**config.mk**
```make
export PLATFORM = sky130hd
export DESIGN_NAME = mem_arbiter
export DESIGN_NICKNAME = d
export VERILOG_FILES = /design/src/rtl/mem_arb_defs.sv /design/src/rtl/mem_arbiter_starve_cnt.sv /design/src/rtl/mem_arbiter.sv
export SDC_FILE = /design/constraint.sdc
export NUM_CORES = 1
export LEC_CHECK = 0
export BUFFER_PORTS_ARGS = -buffer_cell sky130_fd_sc_hd__buf_2
export CORE_MARGIN = 2
export CORE_UTILIZATION = 40
export CTS_BUF_LIST = sky130_fd_sc_hd__clkbuf_2 sky130_fd_sc_hd__clkbuf_4 sky130_fd_sc_hd__clkbuf_8
export CTS_CLUSTER_DIAMETER = 40
export DETAILED_ROUTE_END_ITERATION = 6
export GPL_TIMING_DRIVEN = 0
export PLACE_DENSITY = 0.73
export SLEW_MARGIN = 20
export SYNTH_ARGS = -nofsm -noshare
export SYNTH_HDL_FRONTEND = slang
export SYNTH_SLANG_ARGS = --single-unit
```
**constraint.sdc**
```tcl
create_clock -name clk -period 2.2 [get_ports clk]
set_input_delay 0.44 -clock clk [delete_from_list [all_inputs] [get_ports clk]]
set_output_delay 0.44 -clock clk [all_outputs]
set_load 0.01 [all_outputs]
```
**src/rtl/mem_arb_defs.sv**
```systemverilog
// rtl/mem_arb_defs.sv - shared state encodings and default widths for mem_arbiter
// Purpose: arbiter FSM state type, default address/data widths, starvation counter width.
package mem_arb_defs;

    localparam int DEF_AW = 16;
    localparam int DEF_DW = 16;
    localparam int CNT_W  = 4;

    typedef enum logic [1:0] {
        ST_IDLE    = 2'd0,
        ST_BUSY_IF = 2'd1,
        ST_BUSY_DM = 2'd2,
        ST_KILL_IF = 2'd3
    } arb_state_t;

endpackage

```
**src/rtl/mem_arbiter_starve_cnt.sv**
```systemverilog
// rtl/mem_arbiter_starve_cnt.sv - saturating starvation counter for the fetch requester
// Purpose: counts consecutive data grants taken while a fetch waits.
// Ports:
//   clk, rst     clock, asynchronous active-low reset
//   inc          data grant while fetch waiting (saturates at limit)
//   clr          fetch grant, or data grant with no fetch waiting
//   limit        saturation value
//   at_max       count has reached limit
module starve_cnt
    import mem_arb_defs::*;
#(
    parameter int W = CNT_W
) (
    input  logic         clk,
    input  logic         rst,
    input  logic         inc,
    input  logic         clr,
    input  logic [W-1:0] limit,
    output logic         at_max
);

    logic [W-1:0] r_cnt;

    always_ff @(posedge clk or negedge rst) begin
        if (!rst) begin
            r_cnt <= '0;
        end else if (clr) begin
            r_cnt <= '0;
        end else if (inc && (r_cnt < limit)) begin
            r_cnt <= r_cnt + W'(1);
        end
    end

    assign at_max = (r_cnt == limit);

endmodule

```
**src/rtl/mem_arbiter.sv**
```systemverilog
// rtl/mem_arbiter.sv - fetch/data arbiter for the shared single-ported main memory
// Purpose: grants the backend to the fetch or data stage (data first, with a
//   starvation guard for fetch), drives the backend handshake, produces done
//   and stall strobes, and drains fetches abandoned by a branch/jump flush.
// Ports:
//   clk, rst                      clock, asynchronous active-low reset
//   if_req/if_addr/if_flush       fetch request, address, flush
//   dm_rd/dm_wr/dm_addr/dm_wdata  data request (write wins), address, write data
//   if_done/if_rdata              fetch completion and word
//   dm_done/dm_rdata              data completion and read word
//   if_stall/dm_stall             stage stall signals
//   mem_en/mem_wr/mem_addr/mem_wdata/mem_rdata/mem_done  backend handshake
//   busy                          arbiter not idle
module mem_arbiter
    import mem_arb_defs::*;
#(
    parameter int AW         = DEF_AW,
    parameter int DW         = DEF_DW,
    parameter int STARVE_MAX = 4
) (
    input  logic          clk,
    input  logic          rst,
    input  logic          if_req,
    input  logic [AW-1:0] if_addr,
    input  logic          if_flush,
    input  logic          dm_rd,
    input  logic          dm_wr,
    input  logic [AW-1:0] dm_addr,
    input  logic [DW-1:0] dm_wdata,
    output logic          if_done,
    output logic [DW-1:0] if_rdata,
    output logic          dm_done,
    output logic [DW-1:0] dm_rdata,
    output logic          if_stall,
    output logic          dm_stall,
    output logic          mem_en,
    output logic          mem_wr,
    output logic [AW-1:0] mem_addr,
    output logic [DW-1:0] mem_wdata,
    input  logic [DW-1:0] mem_rdata,
    input  logic          mem_done,
    output logic          busy
);

    localparam logic [CNT_W-1:0] LIMIT = CNT_W'(STARVE_MAX);

    arb_state_t    r_state;
    arb_state_t    w_next;
    logic          w_d;
    logic          w_f;
    logic          w_at_max;
    logic          w_grant_if;
    logic          w_grant_dm;
    logic          r_mem_en;
    logic          r_mem_wr;
    logic [AW-1:0] r_mem_addr;
    logic [DW-1:0] r_mem_wdata;

    assign w_d = dm_rd | dm_wr;
    // A flush in IDLE suppresses only this cycle's fetch grant.
    assign w_f = if_req & ~if_flush;

    always_ff @(posedge clk or negedge rst) begin
        if (!rst) begin
            r_state <= ST_IDLE;
        end else begin
            r_state <= w_next;
        end
    end

    always_comb begin
        w_next     = r_state;
        w_grant_if = 1'b0;
        w_grant_dm = 1'b0;
        case (r_state)
            ST_IDLE: begin
                if (w_d && w_f && w_at_max) begin
                    w_grant_if = 1'b1;
                    w_next     = ST_BUSY_IF;
                end else if (w_d) begin
                    w_grant_dm = 1'b1;
                    w_next     = ST_BUSY_DM;
                end else if (w_f) begin
                    w_grant_if = 1'b1;
                    w_next     = ST_BUSY_IF;
                end
            end
            ST_BUSY_IF: begin
                if (mem_done) begin
                    w_next = ST_IDLE;
                end else if (if_flush) begin
                    w_next = ST_KILL_IF;
                end
            end
            ST_BUSY_DM: begin
                if (mem_done) begin
                    w_next = ST_IDLE;
                end
            end
            ST_KILL_IF: begin
                // The backend cannot be cancelled, so the stale fetch is drained silently.
                if (mem_done) begin
                    w_next = ST_IDLE;
                end
            end
            default: w_next = ST_IDLE;
        endcase
    end

    // Backend request is registered at grant so requesters' later changes cannot leak in.
    always_ff @(posedge clk or negedge rst) begin
        if (!rst) begin
            r_mem_en    <= 1'b0;
            r_mem_wr    <= 1'b0;
            r_mem_addr  <= '0;
            r_mem_wdata <= '0;
        end else if (w_grant_if) begin
            r_mem_en   <= 1'b1;
            r_mem_wr   <= 1'b0;
            r_mem_addr <= if_addr;
        end else if (w_grant_dm) begin
            r_mem_en    <= 1'b1;
            r_mem_wr    <= dm_wr;
            r_mem_addr  <= dm_addr;
            r_mem_wdata <= dm_wdata;
        end else if ((r_state != ST_IDLE) && mem_done) begin
            r_mem_en <= 1'b0;
            r_mem_wr <= 1'b0;
        end
    end

    starve_cnt #(
        .W (CNT_W)
    ) u_starve_cnt (
        .clk    (clk),
        .rst    (rst),
        .inc    (w_grant_dm & if_req),
        .clr    (w_grant_if | (w_grant_dm & ~if_req)),
        .limit  (LIMIT),
        .at_max (w_at_max)
    );

    assign if_done   = (r_state == ST_BUSY_IF) & mem_done & ~if_flush;
    assign dm_done   = (r_state == ST_BUSY_DM) & mem_done;
    assign if_rdata  = if_done ? mem_rdata : '0;
    assign dm_rdata  = dm_done ? mem_rdata : '0;
    assign if_stall  = if_req & ~if_done;
    assign dm_stall  = w_d & ~dm_done;
    assign busy      = (r_state != ST_IDLE);
    assign mem_en    = r_mem_en;
    assign mem_wr    = r_mem_wr;
    assign mem_addr  = r_mem_addr;
    assign mem_wdata = r_mem_wdata;

endmodule

```
==> results of run 1 <==
==> synthesized netlist by cell type (all sizes together) <==
master   n  share of area (%)
mux2    16                8.5
nand4    2               0.59
o21bai   1               0.35
nor4b    1               0.71
nand2    2               0.35
a211oi  18                8.5
a21bo    1               0.47
a41oi    1               0.41
o31ai    2               0.71
o211a    2               0.94
a21o     2               0.71
and2    32                9.4
nor3     3               0.71
buf      9                2.4
nor2b    1               0.29
a21oi    2               0.65
or4b     1               0.47
a221o   16                7.5
nand2b   1               0.29
inv     21                3.7
a31o     1               0.41
nor2     4               0.83
nor3b    1               0.35
or3b     1               0.41
dfrtp   40                 47
or2      1               0.29
ha       2                1.2
clkbuf   4               0.71
nand3b   1               0.94
==> stage by stage <==
stage / std cells / setup WS (ns) / instance area (um2) / setup TNS (ns)
6_report: 409 / 0.153 / 3050 / 0
5_1_grt: 409 / 0.00988 / 3050 / 0
4_1_cts: 409 / 0.0569 / 3050 / 0
3_5_place_dp: 400 / -0.143 / 2920 / -1.17
3_3_place_gp: 400 / -0.112 / 2920 / -0.801
2_1_floorplan: 189 / 0.312 / 2120 / 0
==> critical path: cells and delay by family (launching register included) <==
family / cells / cell delay [ns]
flip-flops: 1 / 0.45
buffers and inverters: 2 / 0.43
AND/OR/NAND/NOR: 2 / 0.44
==> kinds of logic (layout without fill, tap and decap cells) <==
group,after synthesis,after routing,share of synthesized area [%]
simple gates,51,51,15.7
flops,40,40,47.2
fa+ha+maj,2,2,1.18
mux,16,16,8.49
compound gates,46,46,20.7
buf+inv,34,184,6.78
==> cell type report <==
type	instances	area share [%]
flip-flops and latches	40	32.8
multi-input cells	115	32.4
repair buffers	142	23.4
well taps	70	2.87
inverters	21	2.58
clock buffers	5	2.26
plain buffers	13	2.17
clock inverters	3	1.52
==> path summary, 6_finish.rpt <==
kind | startpoint | end | slack, ns | cells past startpoint
max reg2reg | u_starve_cnt.r_cnt[0] | mem_addr[7] | 0.27 | 7
min | rst | mem_wdata[13] | 0.27 | 1
max | r_state[0] | if_rdata[6] | 0.15 | 4
max in group asynchronous | rst | mem_addr[13] | 1.36 | 1
min in group clk | dm_wdata[12] | mem_wdata[12] | 0.37 | 2
min reg2reg | mem_en | mem_en | 0.49 | 1
==> where the power goes <==
group / total (W) / leakage, nW / internal (W) / switching [W]
Sequential: 0.00128 / 0.486 / 0.00108 / 0.000198
Clock: 0.000612 / 0.0548 / 0.000342 / 0.000270
Combinational: 0.00159 / 1.10 / 0.000775 / 0.000813
Total: 0.00348 / 1.64 / 0.00220 / 0.00128
==> flip-flops by register name, summed over array words and instances, names as in the netlist <==
signal              flops
u_starve_cnt.r_cnt      4
r_state                 2
mem_wdata              16
mem_en                  1
mem_wr                  1
mem_addr               16
==> metal layers <==
layer | share of wire, % | wire length [um] | global-route usage [%]
met1 | 41 | 2320 | 22.6
met2 | 53 | 3040 | 36.8
met3 | 4.5 | 255 | 4.12
met4 | 1.9 | 110 | 7.09
met5 | 0 | 0 | 0
==> what timing repair did <==
item                       CTS  global route
setup endpoints to repair   13             9
pin swaps                    1             0
buffers inserted             1             0
gates resized for setup      2             2
==> impl_results.md, run 1 <==
* Outcome: finished, final reports clean
* Final ANT Viol Nets at 0
* Critical path type: reg -> out
* Critical-path maximum fanout at 10
* Clock skew at 0.00784 ns
* Max VDD drop at 0.000689 V
* Slew headroom at 39.7%
* Worst skew pair latency at 0.29 ns
* Initial DRC count at 110
* Initial Utilization at 41.5%
* Top Ports at 142
* Pre-antenna DRT Iters at 4
* Root Buffer: clkbuf_8
* GPL Wtd Cong at 0.795
* Max-slew violations at 0
* Leak at 1.64 nW
* Final wirelength at 5720 um
* Multi-input logic area at 988 um2
* Critical-path top delay cell: dfrtp_1
* Htree depth at 2
* Gr usage total at 19.9%
* Synth warn at 0
* Crit end category: output pin
* Wire length per cell at 14.0 um
* Register area share after synthesis at 47.2%
* Mapped Nets at 262
* DRC viols at 0
* Pwr Total at 0.00348 W
* Nets at 411
* Setup crit start kind: flop
* Pwr dens at 1140 nW/um2
* Site row count at 26
* Flops & latches, synth at 40
* Share of cells above drive strength 1 at 57.2%
* Die height at 76.8 um
* Area Overhead vs Synth at 43.8%
* Fillers at 455
* Worst Hold Class: in -> async
* CP required at 1.76 ns
* Clk buf depth at 2
* Antenna diodes at 0
* Unrepaired setup endpoints after global routing: no
* Die area at 5900 um2
* CTS tree: yes
* Cell area after synthesis at 2120 um2
* Vias at 2006
* # clock sinks at 40
* Global-route wire length before repair at 9540 um
* IO Port Bufs at 141
* CTS buffer count at 5
* Largest net degree at the start of global routing at 41
* Gr ovfl total at 0
* # Max-Cap Violations at 0
* Least-Margin Pin Slew at 0.904 ns
* Commonest non-fill, non-tap cell in the layout: buf_2
* Utilization after layout at 59.7%
* Max Freq at 489 MHz
* Setup-failing EPs final at 0
* Post-DP HPWL at 4420 um
* Final Hold Fails at 0
* Fin crit period at 2.05 ns
* CP cell instances: nor4b_4 > clkbuf_1 > and2_1 > buf_2
* Die X at 76.8 um
* Commonest cells after routing, fill and taps aside: buf_2 (148), dfrtp_1 (40), and2_1 (32), inv_1 (20)
* Post-Syn Area per Cell at 11.2 um2
* Hold slack at 0.265 ns
* Via-to-Cell Ratio at 4.90
* Critical path arrival at 1.61 ns
* Cells after synthesis at 189
* Distinct cell type count after synthesis at 35
* Register area at 1000 um2
* Critical Path Max Stage Delay at 0.45 ns
* Hold Buf Count CTS at 0
* Vias in the first global route at 2022
* Reg clk slew, reported paths at 0.08 ns
* Initial antenna violation count at 0
* CORE AREA at 5110 um2
* Fin crit share at 93.0%
(Power assumes the default switching activity.)
==> run 2: changes to the inputs <==
--- a/config.mk
+++ b/config.mk
@@ -6,6 +6,7 @@
 export NUM_CORES = 1
 export LEC_CHECK = 0
 export BUFFER_PORTS_ARGS = -buffer_cell sky130_fd_sc_hd__buf_2
+export CORE_ASPECT_RATIO = 1.25
 export CORE_MARGIN = 2
 export CORE_UTILIZATION = 40
 export CTS_BUF_LIST = sky130_fd_sc_hd__clkbuf_2 sky130_fd_sc_hd__clkbuf_4 sky130_fd_sc_hd__clkbuf_8
==> constraint.sdc (replaced) <==
create_clock -name clk -period 2.19 [get_ports clk]
set_input_delay 0.438 -clock clk [delete_from_list [all_inputs] [get_ports clk]]
set_output_delay 0.438 -clock clk [all_outputs]
set_load 0.01 [all_outputs]
==> run 2 against run 1 <==
  * Wire length fell by 0.89%
  * Clock power grew 4.7%
  * Setup slack worse by 0.015 ns
  * Sequential power is essentially flat
  * Non-clock buffer count up 1
  * Critical path type unchanged
  * Largest cell class unchanged
==> impl_results.md, run 2 (synthesis results as in run 1) <==
* Outcome: finished, final reports clean
* Worst Hold Class: in -> async
* Critical path arrival at 1.61 ns
* Sequential cell fraction of total power at 36.5%
* Setup-failing EPs final at 0
* Fillers at 461
* Max VDD drop at 0.000708 V
* CTS buffer count at 5
* Htree depth at 2
* Final std cells w/o fill at 402
* Pre-antenna DRT Iters at 6
* Commonest non-fill, non-tap cell in the layout: buf_2
* Hold slack at 0.253 ns
* # clock sinks at 40
* CP required at 1.75 ns
* Reg-to-reg critical path endpoint: mem_addr[13]
* Clk buf depth at 2
* P_int at 0.00224 W
* Post-DP HPWL at 4350 um
* Initial antenna violation count at 0
* R2R cell count at 6
* # Max-Cap Violations at 0
* Worst skew pair latency at 0.29 ns
* Site row count at 29
* Final wirelength at 5670 um
* Vias at 2022
* Setup ws final at 0.138 ns
* Pwr dens at 1150 nW/um2
* Least-Margin Pin Slew at 0.884 ns
* Via-to-Cell Ratio at 5.03
* Hold Buf Count CTS at 0
* Max-slew violations at 0
* Max Freq at 487 MHz
* Fin crit share at 93.7%
* Final ANT Viol Nets at 0
* GPL Wtd Cong at 0.763
* Unrepaired setup endpoints after global routing: no
* CTS tree: yes
* Die X at 69.1 um
* Setup crit end: if_rdata[14]
* Critical-path maximum fanout at 10
* Largest net degree at the start of global routing at 41
* Die area at 5910 um2
* Clock power frac at 18.2%
* Crit end category: output pin
* Root Buffer: clkbuf_8
* FF-to-FF setup slack at 0.24 ns
* Initial DRC count at 26
* IO Port Bufs at 141
* Global-route wire length before repair at 9350 um
* Dpl cells at 392
* Top Ports at 142
* Fin crit period at 2.05 ns
* Setup Slack @ Placement at -0.184 ns
* Clock skew at 0.00862 ns
* Gr usage total at 19.5%
* DRC viols at 0
* Setup crit start kind: flop
* Worst r2r src: u_starve_cnt.r_cnt[0]
* Wire length per cell at 14.1 um
* Gr ovfl total at 0
* CORE AREA at 5080 um2
* Psw at 0.00127 W
* Reg clk slew, reported paths at 0.08 ns
* Part of the power in combinational logic at 45.2%
* Leak at 1.65 nW
* Final Hold Fails at 0
* Pwr Total at 0.00351 W
* Die height at 85.4 um
* Sw frac at 36.3%
* Nets at 412
* Vias in the first global route at 1990
* Share of cells above drive strength 1 at 57.9%
* Area Overhead vs Synth at 44.3%
* Slew headroom at 41.1%
* Critical path type: reg -> out
* Critical path origin: r_state[1]
* Commonest cells after routing, fill and taps aside: buf_2 (148), dfrtp_1 (39), and2_1 (32), inv_1 (20)
* Initial Utilization at 41.8%
* Antenna diodes at 0
-- run 2: critical path, stage by stage, from the launching register on --
cell and delay (ns):
dfrtp_1 0.46, nor4b_4 0.32, clkbuf_2 0.26, and2_1 0.16, buf_2 0.13
-- run 2: per-layer routing --
metal	share of wire (%)	vias up	GRT usage (%)
li1	-	975	-
met1	38	944	21.8
met2	52	97	36.2
met3	8.3	6	5.34
met4	0.97	0	5.53
met5	0	-	0
-- run 2: timing repair --
item | in CTS | in global routing
hold endpoints to repair | 0 | 0
pin swaps | 1 | 0
resized for setup | 4 | 2
endpoints found under the setup margin | 20 | 18
setup buffers | 0 | 2
-- run 2: layout make-up --
type                    instances  area (um2)  area share, %
inverters                      21        78.8           2.57
flip-flops and latches         40        1000           32.7
clock buffers                   6        82.6           2.70
repair buffers                143         721           23.5
plain buffers                  13        67.6           2.21
clock inverters                 2        38.8           1.27
multi-input cells             115         993           32.4
well taps                      62        77.6           2.53
-- run 2: per-stage QoR --
step                      area [um2]  util [%]  TNS, ns
final                           3060      60.3        0
after floorplan                 2120         -        0
after CTS                       3040      59.9        0
after global placement          2910      57.2    -1.31
after detailed placement        2910      57.2    -1.55
after global routing            3060      60.3        0
-- run 2: power by group through the flow --
| stage | logic, W | clock network, W | registers (W) |
|---|---|---|---|
| 2_1_floorplan | 0.000816 | 0 | 0.00143 |
| 3_3_place_gp | 0.00158 | 0 | 0.00128 |
| 3_5_place_dp | 0.00160 | 0 | 0.00128 |
| 4_1_cts | 0.00161 | 0.000654 | 0.00128 |
| 5_1_grt | 0.00175 | 0.000682 | 0.00133 |
| 6_report | 0.00159 | 0.000641 | 0.00128 |
-- run 2: how the worst min path moves through the flow --
stage,startpoint,endpoint,cells past startpoint
floorplan,rst,mem_addr[0],0
global placement,mem_en,mem_en,1
detailed placement,mem_en,mem_en,1
CTS,rst,mem_wdata[13],1
global route,rst,mem_wdata[13],1
finish,rst,mem_wdata[13],1
==> run 3: changes to the inputs <==
--- a/config.mk
+++ b/config.mk
@@ -8,12 +8,12 @@
 export BUFFER_PORTS_ARGS = -buffer_cell sky130_fd_sc_hd__buf_2
 export CORE_ASPECT_RATIO = 1.25
 export CORE_MARGIN = 2
-export CORE_UTILIZATION = 40
+export CORE_UTILIZATION = 39
 export CTS_BUF_LIST = sky130_fd_sc_hd__clkbuf_2 sky130_fd_sc_hd__clkbuf_4 sky130_fd_sc_hd__clkbuf_8
 export CTS_CLUSTER_DIAMETER = 40
 export DETAILED_ROUTE_END_ITERATION = 6
 export GPL_TIMING_DRIVEN = 0
-export PLACE_DENSITY = 0.73
+export PLACE_DENSITY = 0.75
 export SLEW_MARGIN = 20
 export SYNTH_ARGS = -nofsm -noshare
 export SYNTH_HDL_FRONTEND = slang
==> constraint.sdc (replaced) <==
create_clock -name clk -period 1.7 [get_ports clk]
set_input_delay 0.34 -clock clk [delete_from_list [all_inputs] [get_ports clk]]
set_output_delay 0.34 -clock clk [all_outputs]
set_load 0.01 [all_outputs]
==> run 3 against run 2 <==
  * The run now ends with setup timing left
  * Utilization up 0.18 points
  * Global-route usage is 1.0 points lower
  * Clock-buffer cell count fell by 1
  * Final cell count increased by 2.5%
  * First-iteration DRC count shrank 38%
  * Clock power is 24% higher
  * Setup slack got worse by 0.26 ns
  * Sequential share of layout area down 1.6 points
  * Die area increased by 2.4%
  * Largest power group unchanged
==> impl_results.md, run 3 (synthesis results as in run 1) <==
* Crit end category: output pin
* Pwr Total at 0.00478 W
* Critical path arrival at 1.48 ns
* # clock sinks at 40
* # Max-Cap Violations at 0
* Unrepaired setup endpoints after global routing: yes
* Setup crit start kind: flop
* Failing checks: setup timing
* Initial DRC count at 16
* Site row count at 30
* Largest net degree at the start of global routing at 41
* Final wirelength at 5790 um
* Critical-path maximum fanout at 8
* Root Buffer: clkbuf_8
* Final ANT Viol Nets at 0
* Wire length per cell at 14.0 um
* Fillers at 460
* Clk buf depth at 2
* Max-slew violations at 0
* CORE AREA at 5330 um2
* Share of cells above drive strength 1 at 61.2%
* Critical path type: reg -> out
* Pre-antenna DRT Iters at 4
* Worst skew pair latency at 0.30 ns
* GPL Wtd Cong at 0.737
* Fin crit share at 107%
* CTS buffer count at 5
* Die X at 70.0 um
* Top Ports at 142
* Initial antenna violation count at 0
* Commonest non-fill, non-tap cell in the layout: buf_2
* Clock skew at 0.00543 ns
* Worst Hold Class: in -> async
* Initial Utilization at 39.8%
* Nets at 420
* Hold Buf Count CTS at 0
* Leak at 1.71 nW
* Slew headroom at 39.4%
* Vias at 2079
* CTS tree: yes
* Vias in the first global route at 1977
* Max VDD drop at 0.000898 V
* Die area at 6050 um2
* Global-route wire length before repair at 8940 um
* CP required at 1.36 ns
* Fin crit period at 1.82 ns
* DRC viols at 0
* Antenna diodes at 0
* Setup-failing EPs final at 32
* Reg clk slew, reported paths at 0.08 ns
* Final Hold Fails at 0
* DP Area at 2920 um2
* IO Port Bufs at 141
* Gr usage total at 18.5%
* Cell area after layout at 3220 um2
* Max Freq at 550 MHz
* Pwr dens at 1480 nW/um2
* Least-Margin Pin Slew at 0.909 ns
* Outcome: finished with violations
* Commonest cells after routing, fill and taps aside: buf_2 (141), dfrtp_1 (38), and2_1 (29), inv_1 (18)
* Setup ws final at -0.118 ns
* Area Overhead vs Synth at 51.8%
* Htree depth at 2
* Post-DP HPWL at 4370 um
* Die height at 86.5 um
* Gr ovfl total at 0
* Via-to-Cell Ratio at 5.05
## run 3: cell types whose count changed in the layout (fill, tap and decap cells not counted), sizes merged
| cell | change |
|---|---|
| clkbuf | -2 |
| buf | +9 |
| clkinvlp | +1 |
## run 3: metrics by stage
step / hold WS, ns / TNS [ns] / worst slack, ns / utilization (%) / std cells
3_3_place_gp: 0.472 / -6.67 / -0.221 / 54.9 / 394
2_1_floorplan: 0.0444 / -0.157 / -0.0125 / - / 189
6_report: 0.167 / -1.86 / -0.118 / 60.4 / 412
4_1_cts: 0.200 / -2.15 / -0.113 / 59.3 / 407
3_5_place_dp: 0.474 / -7.73 / -0.235 / 54.9 / 394
5_1_grt: 0.251 / -5.18 / -0.188 / 60.4 / 412
## run 3: area by class of cell
class	instances	area, um2	share of cell area [%]
Buffer	13	119	3.69
Tap cell	64	80.1	2.49
Clock buffer	5	68.8	2.14
Inverter	21	78.8	2.45
Timing Repair Buffer	151	803	24.9
Clock inverter	3	42.5	1.32
Multi-Input combinational cell	115	1030	31.8
Sequential cell	40	1000	31.1
## run 3: power breakdown
group	internal (W)	switching [W]	leakage (nW)
combinational	0.00122	0.00110	1.17
clock	0.000435	0.000360	0.0541
sequential	0.00140	0.000266	0.483
## run 3: worst paths after layout
path | start | endpoint | slack [ns] | cells past startpoint
max | r_state[1] | if_rdata[5] | -0.12 | 4
min | rst | mem_wdata[11] | 0.17 | 1
max reg2reg | r_state[1] | u_starve_cnt.r_cnt[0] | -0.03 | 5
min reg2reg | mem_en | mem_en | 0.51 | 1
max in group asynchronous | rst | r_state[0] | 0.91 | 1
min in group clk | dm_addr[8] | mem_addr[8] | 0.26 | 2
## run 3: per-layer routing
metal  vias to the layer above  global-route usage [%]  wire length (um)  share of wire [%]
met5                         -                       0                 0                  0
met4                         0                    5.24                66                1.1
met3                         7                    4.53               510                8.8
met2                       103                    34.8              3060                 53
met1                       981                    20.6              2150                 37
li1                        988                       -                 -                  -
## run 3: timing repair
| item | in CTS | in global routing |
|---|---|---|
| resized for setup | 26 | 8 |
| setup endpoints to repair | 71 | 67 |
| setup buffers | 5 | 5 |
| pin swaps | 6 | 7 |
| cloned | 0 | 0 |
## run 3: critical path, stage by stage, from the launching register on
cell	delay, ns
dfrtp_2	0.46
nor4b_4	0.26
buf_4	0.20
and2_1	0.13
buf_2	0.13
